==> src/rtl/config_stream_sequencer.sv <==
// config_stream_sequencer: Wishbone-programmed serialiser that shifts a word FIFO MSB-first
// into the fabric config chain, then pulses the latch strobe. Define CONFIG_CHECKSUM_EN for a checksum register.

module config_stream_sequencer #(
  parameter int FIFO_DEPTH   = 4,
  parameter int CNT_W        = 20,
  parameter int LATCH_CYCLES = 2
) (
  input  logic        wb_clk_i,
  input  logic        wb_rst_ni,
  input  logic        wbs_stb_i,
  input  logic        wbs_cyc_i,
  input  logic        wbs_we_i,
  input  logic [3:0]  wbs_sel_i,
  input  logic [31:0] wbs_addr_i,
  input  logic [31:0] wbs_data_i,
  output logic        wbs_ack_o,
  output logic [31:0] wbs_data_o,
  output logic        config_en_o,
  output logic        config_data_o,
  output logic        config_latch_o,
  output logic        busy_o,
  output logic        done_o
);

  localparam int AW = $clog2(FIFO_DEPTH);
  localparam int LW = (LATCH_CYCLES > 1) ? $clog2(LATCH_CYCLES) : 1;
  localparam logic [AW:0]   DEPTH_C    = (AW+1)'(FIFO_DEPTH);
  localparam logic [LW-1:0] LAST_LATCH = LW'(LATCH_CYCLES - 1);

  typedef enum logic [1:0] {S_IDLE, S_LOAD, S_SHIFT, S_LATCH} state_e;
  state_e state_q, state_d;

  logic             ack_q;
  logic [31:0]      rdata_q, rdata_d;
  logic             accept, wr_acc;
  logic [2:0]       reg_sel;
  logic             start_p, abort_p, clr_p, push_p, start_go;
  logic [CNT_W-1:0] len_q, rem_q;
  logic [31:0]      sreg_q;
  logic [4:0]       bidx_q;
  logic [LW-1:0]    lcnt_q;
  logic             en_d, en_q, data_d, data_q, latch_d, latch_q;
  logic             busy_d, busy_q, done_d, done_q;
  logic             ovf_q, lenerr_q, starved_q;
  logic [31:0]      fifo_mem_q [FIFO_DEPTH];
  logic [AW:0]      wptr_q, rptr_q, fifo_cnt;
  logic             fifo_empty, fifo_full, pop, push_ok;
  logic [31:0]      chk_rd, status;
  logic             unused_bits;

  assign accept      = wbs_stb_i & wbs_cyc_i & ~ack_q;
  assign wr_acc      = accept & wbs_we_i;
  assign reg_sel     = wbs_addr_i[4:2];
  assign start_p     = wr_acc & (reg_sel == 3'd0) & wbs_data_i[0];
  assign abort_p     = wr_acc & (reg_sel == 3'd0) & wbs_data_i[1];
  assign clr_p       = wr_acc & (reg_sel == 3'd0) & wbs_data_i[2];
  assign push_p      = wr_acc & (reg_sel == 3'd2);
  assign start_go    = start_p & ~abort_p & (state_q == S_IDLE);
  assign unused_bits = ^{wbs_sel_i, wbs_addr_i[31:5], wbs_addr_i[1:0]};

  // Pointers carry one extra wrap bit so full and empty are distinguishable.
  assign fifo_cnt   = wptr_q - rptr_q;
  assign fifo_empty = (fifo_cnt == '0);
  assign fifo_full  = (fifo_cnt == DEPTH_C);
  assign pop        = (state_q == S_LOAD) & ~fifo_empty & ~abort_p;
  assign push_ok    = push_p & (~fifo_full | pop);

  always_ff @(posedge wb_clk_i) begin
    if (push_ok) fifo_mem_q[wptr_q[AW-1:0]] <= wbs_data_i;
  end

  always_ff @(posedge wb_clk_i or negedge wb_rst_ni) begin
    if (!wb_rst_ni) begin
      wptr_q <= '0;
      rptr_q <= '0;
    end else begin
      if (push_ok) wptr_q <= wptr_q + (AW+1)'(1);
      if (abort_p)  rptr_q <= wptr_q;
      else if (pop) rptr_q <= rptr_q + (AW+1)'(1);
    end
  end

  always_ff @(posedge wb_clk_i or negedge wb_rst_ni) begin
    if (!wb_rst_ni) state_q <= S_IDLE;
    else            state_q <= state_d;
  end

  always_comb begin
    state_d = state_q;
    case (state_q)
      S_IDLE:  if (start_go && len_q != '0) state_d = S_LOAD;
      S_LOAD:  if (!fifo_empty) state_d = S_SHIFT;
      S_SHIFT: if (rem_q == CNT_W'(1)) state_d = S_LATCH;
               else if (bidx_q == '0) state_d = S_LOAD;
      S_LATCH: if (lcnt_q == LAST_LATCH) state_d = S_IDLE;
      default: state_d = S_IDLE;
    endcase
    if (abort_p) state_d = S_IDLE;
  end

  // Chain outputs lag the state by one clock so each shifted bit appears registered.
  always_comb begin
    en_d    = (state_q == S_SHIFT) & ~abort_p;
    data_d  = en_d & sreg_q[31];
    latch_d = (state_q == S_LATCH) & ~abort_p;
    busy_d  = (state_d != S_IDLE);
    done_d  = done_q;
    if (clr_p || start_go) done_d = 1'b0;
    if (state_q == S_LATCH && state_d == S_IDLE && !abort_p) done_d = 1'b1;
  end

  always_ff @(posedge wb_clk_i or negedge wb_rst_ni) begin
    if (!wb_rst_ni) begin
      en_q    <= 1'b0;
      data_q  <= 1'b0;
      latch_q <= 1'b0;
      busy_q  <= 1'b0;
      done_q  <= 1'b0;
    end else begin
      en_q    <= en_d;
      data_q  <= data_d;
      latch_q <= latch_d;
      busy_q  <= busy_d;
      done_q  <= done_d;
    end
  end

  always_ff @(posedge wb_clk_i or negedge wb_rst_ni) begin
    if (!wb_rst_ni) begin
      len_q  <= '0;
      rem_q  <= '0;
      sreg_q <= '0;
      bidx_q <= '0;
      lcnt_q <= '0;
    end else begin
      if (wr_acc && reg_sel == 3'd1) len_q <= wbs_data_i[CNT_W-1:0];
      if (start_go)  rem_q <= len_q;
      else if (en_d) rem_q <= rem_q - CNT_W'(1);
      if (pop) begin
        sreg_q <= fifo_mem_q[rptr_q[AW-1:0]];
        bidx_q <= 5'd31;
      end else if (en_d) begin
        sreg_q <= {sreg_q[30:0], 1'b0};
        bidx_q <= bidx_q - 5'd1;
      end
      lcnt_q <= (state_q == S_LATCH) ? lcnt_q + LW'(1) : '0;
    end
  end

  always_ff @(posedge wb_clk_i or negedge wb_rst_ni) begin
    if (!wb_rst_ni) begin
      ovf_q     <= 1'b0;
      lenerr_q  <= 1'b0;
      starved_q <= 1'b0;
    end else begin
      if (clr_p) begin
        ovf_q     <= 1'b0;
        lenerr_q  <= 1'b0;
        starved_q <= 1'b0;
      end
      if (push_p && fifo_full && !pop)                    ovf_q     <= 1'b1;
      if (start_go && len_q == '0)                        lenerr_q  <= 1'b1;
      if (state_q == S_LOAD && fifo_empty && !abort_p)   starved_q <= 1'b1;
    end
  end

`ifdef CONFIG_CHECKSUM_EN
  logic [31:0] chk_q;

  always_ff @(posedge wb_clk_i or negedge wb_rst_ni) begin
    if (!wb_rst_ni)    chk_q <= '0;
    else if (start_go) chk_q <= '0;
    else if (en_d)     chk_q <= {chk_q[30:0], chk_q[31] ^ sreg_q[31]};
  end

  assign chk_rd = chk_q;
`else
  assign chk_rd = '0;
`endif

  assign status = {16'd0, 8'(fifo_cnt), 1'b0, starved_q, lenerr_q, ovf_q,
                   fifo_full, fifo_empty, done_q, busy_q};

  always_comb begin
    rdata_d = '0;
    if (accept && !wbs_we_i) begin
      case (reg_sel)
        3'd1:    rdata_d = 32'(len_q);
        3'd3:    rdata_d = status;
        3'd4:    rdata_d = chk_rd;
        default: rdata_d = '0;
      endcase
    end
  end

  always_ff @(posedge wb_clk_i or negedge wb_rst_ni) begin
    if (!wb_rst_ni) begin
      ack_q   <= 1'b0;
      rdata_q <= '0;
    end else begin
      ack_q   <= accept;
      rdata_q <= rdata_d;
    end
  end

  assign wbs_ack_o      = ack_q;
  assign wbs_data_o     = rdata_q;
  assign config_en_o    = en_q;
  assign config_data_o  = data_q;
  assign config_latch_o = latch_q;
  assign busy_o         = busy_q;
  assign done_o         = done_q;

endmodule

==> config.mk <==
export PLATFORM = sky130hd
export DESIGN_NAME = config_stream_sequencer
export DESIGN_NICKNAME = d
export VERILOG_FILES = /design/src/rtl/config_stream_sequencer.sv
export SDC_FILE = /design/constraint.sdc
export NUM_CORES = 1
export LEC_CHECK = 0
export CAP_MARGIN = 20
export CORE_ASPECT_RATIO = 1.2
export CORE_MARGIN = 5
export CORE_UTILIZATION = 35
export CTS_BUF_LIST = sky130_fd_sc_hd__clkbuf_16
export DETAILED_ROUTE_END_ITERATION = 8
export PLACE_DENSITY = 0.58
export SLEW_MARGIN = 10
export SYNTH_ARGS = -nofsm -noshare
export SYNTH_HDL_FRONTEND = slang
export SYNTH_SLANG_ARGS = --single-unit
==> constraint.sdc <==
create_clock -name wb_clk_i -period 3.5 [get_ports wb_clk_i]
set_input_delay 0.35 -clock wb_clk_i [delete_from_list [all_inputs] [get_ports wb_clk_i]]
set_output_delay 0.35 -clock wb_clk_i [all_outputs]
set_load 0.02 [all_outputs]
==> results.json, run 1 <==
{
  "endpoint_kind": "flop",
  "track_usage_pct": 14.10,
  "status": "finished, violations left",
  "fin_util_pct": 42.57,
  "ant_nets": 0,
  "first_pass_iters": 4,
  "p_leak_nw": 4.529,
  "die-area_mm2": 0.03197,
  "wl_per_cell_um": 19.45,
  "synth_area_leader_cell": "edfxtp_1",
  "yosys_most_used_dff": "edfxtp_1",
  "seq_power_share_pct": 42.9,
  "finalSetupViolations": 0,
  "swShare_pct": 31.27,
  "path_cells": "inv_1 > ha_1 > inv_1 > fa_1 > nand2b_1 > o31a_1 > and2_1 > buf_12",
  "finalWirelength_mm": 22.08,
  "drtIter0Drc": 415,
  "cp.required_ns": 3.71,
  "synthArstFlopShare_pct": 47.33,
  "path_max_fanout": 21,
  "portBuffers": 65,
  "synth_edf_count": 128,
  "max_slew.worst_pin.slew_ns": 0.9513,
  "clk_pin_slew_ns": 0.06,
  "num_antenna_cells": 0,
  "setup.worst_path.class": "flop to flop",
  "rrSetupSlack_ns": 0.41,
  "setup_ws_ns": 0.4066,
  "finalMaxSlewViolations": 0,
  "cts.path.max_buffers": 3,
  "power_frac_comb_pct": 28.7,
  "crit_arrival_ns": 3.31,
  "cts_tree": "done",
  "post-dp-hpwl_mm": 14.34,
  "clock_skew_ns": 0.01966,
  "ios": 111,
  "root_buffer": "clkbuf_16",
  "die_h_um": 194.9,
  "seq_area_frac_synth_pct": 67.42,
  "violations": "hold timing",
  "yosysWarnings": 0,
  "pwr-share-clk_pct": 28.3,
  "irDropWorstVdd_mv": 0.3718,
  "overflow": 0,
  "met1_length_mm": 9.571,
  "maxCapViolCount": 0,
  "hp-class": "input pin to async pin",
  "dp_slack_ns": 0.4050,
  "wl_met3_mm": 1.240,
  "finalSetupTns_ns": 0,
  "design_area_mm2": 0.01192,
  "die_w_um": 164.1,
  "yosys-top-cells-area": "edfxtp_1 (39%), dfrtp_1 (29%), mux4_2 (7.2%)",
  "numCtsBuffers": 26,
  "final_layout_size_suffix_gt1_share_pct": 15.74,
  "crit_path_start": "wptr_q[0]",
  "drc_errors": 0,
  "vias_per_cell": 5.044,
  "grt_antenna_before_repair": 0,
  "top_layer": "met4",
  "clock_latency_ns": 0.53,
  "fin_crit_sh_pct": 88.38,
  "max_slew_margin_pct": 36.58,
  "netlist_instances": 651,
  "cpPeakStageDelay_ns": 0.71,
  "fin_crit_ns": 3.093,
  "htreeDepth": 1,
  "p_int_mw": 6.126,
  "wl_met2_mm": 10.91,
  "cp-endpoint": "fifo_mem_q[3][23]",
  "synth_top_area_share_pct": 38.55,
  "start_util_pct": 35.61,
  "startpoint_type": "flop",
  "hold_viol": 25,
  "timing.rr.end": "fifo_mem_q[3][23]",
  "post-cts-setup-buffers": 0,
  "place.gp.congestion": 0.7782,
  "p_switching_mw": 2.787,
  "nets": 820,
  "grt_pass1_vias": 5981,
  "synth_area_mm2": 0.009970,
  "synth_area_per_cell_um2": 15.31,
  "dpl_cell_area_mm2": 0.01113,
  "max_freq_mhz": 323.3,
  "cts_resized": 0,
  "syn_to_final_growth_pct": 19.57,
  "cpMaxStageDelayCell": "and2_1",
  "holdWs_ns": -0.02127,
  "rr_worst_depth": 8,
  "via_count": 5725,
  "synth_seq_cells": 243,
  "p_per_area_mw_per_mm2": 747.7,
  "fp-row-count": 67,
  "nFillCells": 2578,
  "total_power_mw": 8.913,
  "critPathMostFrequentCell": "inv_1",
  "synth_cell_types": 63,
  "r2r_start": "wptr_q[0]",
  "rsz0062_at_grt": "no",
  "core-area_mm2": 0.02800,
  "grt_max_degree": 70,
  "cts_hold_buf": 0,
  "grt_first_pass_wirelength_mm": 35.65,
  "cts_sinks": 243
}
## power groups by stage
stage | registers [mW] | clock network, mW | logic [mW]
floorplan | 3.78 | 0 | 1.90
CTS | 3.83 | 2.60 | 2.61
detailed placement | 3.87 | 0 | 2.60
global route | 3.88 | 2.72 | 2.86
global placement | 3.87 | 0 | 2.56
finish | 3.82 | 2.53 | 2.56
## worst min path at each step
stage                         start     endpoint  slack (ns)  cells after the start
final                     wb_rst_ni  config_en_o       -0.02                      1
after global routing      wb_rst_ni  config_en_o        0.06                      1
after CTS                 wb_rst_ni  config_en_o        0.01                      1
after detailed placement     lcnt_q       lcnt_q        0.43                      1
after global placement       lcnt_q       lcnt_q        0.42                      1
after floorplan           wb_rst_ni    bidx_q[0]        0.05                      0
## registers in the layout, indices dropped and copies added (netlist names), 2 cells and up
| signal | flops |
|---|---|
| rptr_q | 3 |
| sreg_q | 32 |
| state_q | 2 |
| bidx_q | 5 |
| wptr_q | 3 |
| wbs_data_o | 20 |
| len_q | 20 |
| fifo_mem_q | 128 |
| rem_q | 20 |
## kinds of logic (layout without fill, tap and decap cells)
family,Yosys count,count (layout),share of synthesized area [%]
mux,59,59,10.19
flops,243,243,67.42
simple gates,176,176,9.676
other cells,1,12,0.03761
fa+ha+maj,11,11,1.456
buf+inv,55,149,2.648
xor+xnor,12,12,1.205
compound gates,94,94,7.367
## cells in the mapped netlist, drive strengths merged (2+ instances only)
cell type  instances
edfxtp           128
nor3              10
nor2b              4
or3                2
xnor2              6
mux2i              7
nor3b              4
o31ai              3
dfrtp            115
nand4bb            2
and2              45
o21ai             19
o311ai             3
mux2              20
and3               2
nand3b             2
o211ai             7
a211oi             2
a221o             33
clkbuf            18
or4                4
a21oi              9
buf               22
nand2             43
xor2               5
a22oi              4
mux4              32
inv               15
ha                10
or2                2
nor4b              4
a21boi             2
nor2              29
nor4               7
nand3             12
o221ai             2
o21a               2
## cells in the final DEF (no fill, tap or decap), types with 4 or more instances in the layout
cell / netlist / final
clkdlybuf4s50_1: 0 / 64
clkinv_2: 0 / 5
buf_4: 12 / 19
mux4_2: 32 / 32
nand2_1: 42 / 42
nor2_1: 29 / 28
a221o_1: 33 / 33
and2_1: 45 / 45
nor4b_1: 4 / 4
dfrtp_1: 115 / 114
nor4_1: 6 / 6
o21ai_0: 17 / 17
a22oi_1: 4 / 4
xor2_1: 5 / 5
clkbuf_16: 0 / 27
nand3_1: 12 / 12
clkinv_1: 0 / 5
nor3_1: 10 / 9
edfxtp_1: 128 / 128
xnor2_1: 6 / 6
mux2i_1: 7 / 7
ha_1: 10 / 10
conb_1: 1 / 12
a21oi_1: 9 / 8
inv_1: 14 / 24
mux2_2: 20 / 20
nor2b_1: 4 / 4
o211ai_1: 7 / 7
## metal layers
| layer | up-vias | GRT usage [%] |
|---|---|---|
| met5 | - | 0 |
| met4 | 0 | 3.263 |
| met3 | 23 | 2.500 |
| met2 | 125 | 23.22 |
| met1 | 2939 | 19.51 |
| li1 | 2638 | - |
## metrics by stage
stage,std cells,hold slack (ns)
6_report,1135,-0.02127
5_1_grt,1135,0.06290
4_1_cts,1135,0.01284
3_5_place_dp,1087,0.4311
3_3_place_gp,1087,0.4248
2_1_floorplan,662,0.05441
## cell type report
class	count	area (µm²)	area share [%]
inverters	15	56.30	0.4723
repair buffers	86	843.3	7.075
clock buffers	27	675.6	5.668
clock inverters	21	111.4	0.9342
well taps	379	474.2	3.978
multi-input cells	364	3037	25.47
flip-flops and latches	243	6723	56.40
## worst max-delay path: cells and delay by family, from the launching register on
kind	cells	cell delay, ns
and+or+nand+nor	2	0.89
adders and majority gates	2	0.68
buffers and inverters	3	0.47
DFF	1	0.42
AOI/OAI and AO/OA	1	0.30
Power figures use the tool's default switching activity.
==> inputs of run 2 (changes only) <==
- ABC_AREA: default -> 1
==> results.json, run 2 <==
{
  "final_common_cell": "nand2_1",
  "finalMaxSlewViolations": 0,
  "min_path_cells": 3,
  "finalWirelength_mm": 24.97,
  "die_h_um": 198.2,
  "path_max_fanout": 32,
  "synth_seq_cells": 243,
  "holdWs_ns": 0.4159,
  "final_layout_size_suffix_gt1_share_pct": 7.044,
  "fin_crit_ns": 2.909,
  "vias_per_cell": 4.930,
  "root_buffer": "clkbuf_16",
  "die-area_mm2": 0.03307,
  "rr_worst_depth": 13,
  "hold_viol": 0,
  "fp-row-count": 69,
  "core-area_mm2": 0.02935,
  "cts.path.max_buffers": 3,
  "cts_tree": "done",
  "max_slew.worst_pin.slew_ns": 0.9082,
  "drc_errors": 0,
  "seq_area_frac_synth_pct": 65.04,
  "place.gp.congestion": 0.8400,
  "first_pass_iters": 5,
  "fin_crit_sh_pct": 83.10,
  "wl_per_cell_um": 17.00,
  "yosys_most_used_dff": "edfxtp_1",
  "finalSetupViolations": 0,
  "dpl_cell_area_mm2": 0.01141,
  "grt_antenna_before_repair": 0,
  "nFillCells": 2863,
  "yosys-top-cells-count": "nand2_1 (209), edfxtp_1 (128), nor2_1 (128)",
  "yosys-top-cells-area": "edfxtp_1 (37%), dfrtp_1 (28%), nand2_1 (7.6%)",
  "dp_cells": 1420,
  "synthArstFlopShare_pct": 47.33,
  "cts_resized": 0,
  "synth_area_mm2": 0.01033,
  "p_leak_nw": 4.952,
  "clk_pin_slew_ns": 0.06,
  "p_per_area_mw_per_mm2": 751.2,
  "via_count": 7242,
  "nets": 1143,
  "clock_latency_ns": 0.53,
  "clock_skew_ns": 0.007912,
  "start_util_pct": 35.20,
  "grt_pass1_vias": 7290,
  "ios": 111,
  "synth_area_per_cell_um2": 10.40,
  "num_antenna_cells": 0,
  "htreeDepth": 1,
  "yosysMostFrequentCell": "nand2_1",
  "total_power_mw": 9.214,
  "netlist_instances": 994,
  "rsz0062_at_grt": "no",
  "final_cell_mix": "nand2_1 (209), edfxtp_1 (128), nor2_1 (124)",
  "overflow": 0,
  "numCtsBuffers": 26,
  "setup.worst_path.class": "flop to flop",
  "endpoint_kind": "flop",
  "track_usage_pct": 15.00,
  "ant_nets": 0,
  "fin_util_pct": 41.79,
  "startpoint_type": "flop",
  "drtIter0Drc": 483,
  "status": "complete, no violations",
  "finalSetupTns_ns": 0,
  "syn_to_final_growth_pct": 18.69,
  "final_cells": 1469,
  "cts_sinks": 243,
  "grt_max_degree": 70,
  "synth_area_leader_cell": "edfxtp_1",
  "cp.required_ns": 3.71,
  "max_freq_mhz": 343.8,
  "dp_slack_ns": 0.5909,
  "die_w_um": 166.9,
  "hp-class": "input pin to flop",
  "synth_edf_count": 128,
  "largest_reg_flops": 128,
  "irDropWorstVdd_mv": 0.4313,
  "setup_ws_ns": 0.5914,
  "portBuffers": 65,
  "crit_arrival_ns": 3.12,
  "max_slew_margin_pct": 39.37,
  "synth_cell_types": 34,
  "synth_top_area_share_pct": 37.20,
  "post-dp-hpwl_mm": 15.46,
  "maxCapViolCount": 0,
  "design_area_mm2": 0.01227,
  "yosysWarnings": 0,
  "grt_first_pass_wirelength_mm": 40.08
}
-- run 2: final timing paths --
check	end	start	slack (ns)
worst min register to register	lcnt_q	lcnt_q	0.43
min in group asynchronous	sreg_q[22]	wb_rst_ni	0.45
worst max-delay path	fifo_mem_q[2][27]	wptr_q[0]	0.59
max in group asynchronous	bidx_q[1]	wb_rst_ni	2.30
worst max register to register	fifo_mem_q[2][27]	wptr_q[0]	0.59
worst min-delay path	wbs_ack_o	wbs_stb_i	0.42
-- run 2: area by class of cell --
class                           instances  area [µm²]  area share, %
Timing Repair Buffer                   80       838.3          6.835
Sequential cell                       243        6723          54.81
Tap cell                              390       488.0          3.978
Clock inverter                         22       190.2          1.551
Inverter                               77       289.0          2.356
Multi-Input combinational cell        631        3087          25.17
Clock buffer                           26       650.6          5.305
-- run 2: logic make-up (layout without fill, tap and decap cells) --
logic type / after synthesis / in the layout / share of synthesized area, %
AO/OA/AOI/OAI: 165 / 165 / 9.202
XOR/XNOR: 16 / 16 / 1.356
adder cells (fa/ha/maj): 11 / 11 / 1.405
buffers and inverters: 131 / 205 / 5.775
flip-flops: 243 / 243 / 65.04
multiplexers: 1 / 1 / 0.1090
other: 1 / 12 / 0.03629
AND/OR/NAND/NOR: 426 / 426 / 17.07
-- run 2: worst max-delay path: stages, from the launching register on --
cell     delay, ns
dfrtp_1       0.41
inv_1         0.17
ha_1          0.17
inv_1         0.05
fa_1          0.55
nor2_1        0.10
nand3_1       0.11
nand2_1       0.06
inv_1         0.08
nand2_2       0.21
nand2_2       0.18
nand2_4       0.13
nor2_4        0.12
buf_12        0.25
-- run 2: what timing repair did --
| item | 4_1_cts | 5_1_grt |
|---|---|---|
| buffers inserted | 0 | 0 |
| hold buffers | 1 | 0 |
| hold endpoints to repair | 54 | 0 |
-- run 2: where the power goes --
part           total (mW)  switching (mW)  internal [mW]
sequential           3.69           0.261           3.43
combinational        2.83            1.90          0.928
clock                2.69            1.12           1.57
total                9.21            3.28           5.93
-- run 2: layer usage --
metal	share of wire [%]	up-vias	global-route usage, %
met5	0	-	0
met3	4.4	41	2.236
met4	2.4	0	3.850
li1	-	3475	-
met2	48	160	25.89
met1	45	3566	19.98
==> inputs of run 3 (changes only) <==
- clock period: 3.5 -> 2.5 ns (I/O delays scaled with it)
==> results.json, run 3 (same netlist as run 2, synthesis figures left out) <==
{
  "setup.worst_path.class": "flop to flop",
  "critPathMostFrequentCell": "inv_2",
  "via_count": 7313,
  "finalMaxSlewViolations": 0,
  "irDropWorstVdd_mv": 0.4647,
  "cts.path.max_buffers": 3,
  "crit_path_start": "wptr_q[0]",
  "crit_arrival_ns": 2.62,
  "ant_nets": 0,
  "p_leak_nw": 5.094,
  "core-area_mm2": 0.02935,
  "start_util_pct": 35.20,
  "p_per_area_mw_per_mm2": 1020,
  "endpoint_kind": "flop",
  "maxCapViolCount": 0,
  "nets": 1173,
  "clock_skew_ns": 0.01200,
  "ios": 111,
  "fin_crit_sh_pct": 95.50,
  "finalWirelength_mm": 25.42,
  "grt_antenna_before_repair": 0,
  "grt_max_degree": 70,
  "use_met3_pct": 2.196,
  "max_slew_margin_pct": 52.18,
  "fin_crit_ns": 2.388,
  "wl_per_cell_um": 16.97,
  "startpoint_type": "flop",
  "root_buffer": "clkbuf_16",
  "design_area_mm2": 0.01256,
  "path_cells": "inv_2 > ha_4 > inv_2 > fa_2 > nor2_2 > nand3_2 > nand2_2 > inv_2 > nand2_4 > nand2_4 > nand2_8 > nor2_4 > buf_12 > buf_12",
  "status": "complete, no violations",
  "die_h_um": 198.2,
  "cts_tree": "done",
  "dpl_cell_area_mm2": 0.01165,
  "r2r_start": "wptr_q[0]",
  "syn_to_final_growth_pct": 21.53,
  "vias_per_cell": 4.882,
  "grtUsageMet1_pct": 19.76,
  "post-dp-hpwl_mm": 16.45,
  "die_w_um": 166.9,
  "final_layout_size_suffix_gt1_share_pct": 10.29,
  "final_common_cell": "nand2_1",
  "track_usage_pct": 15.22,
  "cpPeakStageDelay_ns": 0.56,
  "clk_pin_slew_ns": 0.06,
  "cts_sinks": 243,
  "final_cell_mix": "nand2_1 (207), edfxtp_1 (128), nor2_1 (123)",
  "path_buf_inv": 5,
  "max_slew.worst_pin.slew_ns": 0.7172,
  "finalSetupViolations": 0,
  "grt_pass1_vias": 7475,
  "htreeDepth": 1,
  "max_freq_mhz": 418.8,
  "critPathTopFamily": "adder cells",
  "die-area_mm2": 0.03307,
  "path_max_fanout": 10,
  "grt_first_pass_wirelength_mm": 40.59,
  "hp-class": "input pin to async pin",
  "clock_latency_ns": 0.52,
  "finalSetupTns_ns": 0,
  "drc_errors": 0,
  "met2_usage_pct": 26.91,
  "drtIter0Drc": 578,
  "busiest_layer": "met2",
  "cp.required_ns": 2.73,
  "cpMaxStageDelayCell": "fa_2",
  "largest_reg_flops": 128,
  "overflow": 0,
  "place.gp.congestion": 0.8677,
  "hold_viol": 0,
  "fp-row-count": 69,
  "portBuffers": 65,
  "num_antenna_cells": 0,
  "numCtsBuffers": 26,
  "first_pass_iters": 5
}
[run 3: changes by cell type in the layout (fill, tap and decap cells not counted), moves of 2 or more]
cell / delta
bufinv_16: -3
buf_12: +5
inv_2: +4
inv_1: -3
clkbuf_16: +2
buf_4: +22
nand2_1: -2
[run 3: worst register-to-register path, cell delays in order, from the launching register on]
cell	delay, ns
dfrtp_1	0.39
inv_2	0.09
ha_4	0.12
inv_2	0.03
fa_2	0.56
nor2_2	0.06
nand3_2	0.07
nand2_2	0.05
inv_2	0.07
nand2_4	0.06
nand2_4	0.09
nand2_8	0.09
nor2_4	0.12
buf_12	0.15
buf_12	0.15
[run 3: cell type report]
type / count / area (µm²)
Fill cell: 2798 / 16790
Sequential cell: 243 / 6723
Multi-Input combinational cell: 631 / 3133
Timing Repair Buffer: 110 / 1165
Clock buffer: 26 / 650.6
Tap cell: 390 / 488.0
Inverter: 77 / 294.0
Clock inverter: 21 / 105.1
[run 3: per-layer routing]
metal | routed length, µm | vias to the layer above
li1 | - | 3538
met1 | 11030 | 3583
met2 | 12710 | 157
met3 | 1116 | 35
met4 | 562 | 0
met5 | 0 | -
[run 3: repair_timing]
action	4_1_cts	5_1_grt
setup endpoints to repair	31	160
gates resized for setup	1	7
endpoints found under the hold margin	20	0
cloned	0	3
pin swaps	0	4
hold buffers	1	0
setup buffers	0	7
[run 3: power breakdown]
part           switching [mW]  internal, mW
Combinational            2.74          1.50
Sequential              0.368          4.81
Clock                    1.51          1.89
[run 3: worst paths after layout]
| kind | to | slack [ns] | cells past startpoint |
|---|---|---|---|
| max in group asynchronous | rptr_q[0] | 1.56 | 3 |
| min | sreg_q[23] | 0.18 | 2 |
| min reg2reg | lcnt_q | 0.42 | 1 |
| max | fifo_mem_q[3][20] | 0.11 | 14 |
| max reg2reg | fifo_mem_q[3][20] | 0.11 | 14 |
| min in group wb_clk_i | wbs_ack_o | 0.32 | 3 |
[run 3: stage by stage]
step / setup slack (ns) / utilization [%] / power (mW) / std cells / hold WS [ns]
after floorplan: -0.2774 / - / 8.205 / 1005 / -0.04559
after global placement: -0.01143 / 39.68 / 9.346 / 1440 / 0.1689
after detailed placement: -0.05108 / 39.68 / 9.414 / 1440 / 0.1738
after CTS: 0.02002 / 42.29 / 12.87 / 1488 / 0.1794
after global routing: -0.005364 / 42.78 / 13.75 / 1498 / 0.1980
final: 0.1125 / 42.78 / 12.81 / 1498 / 0.1761
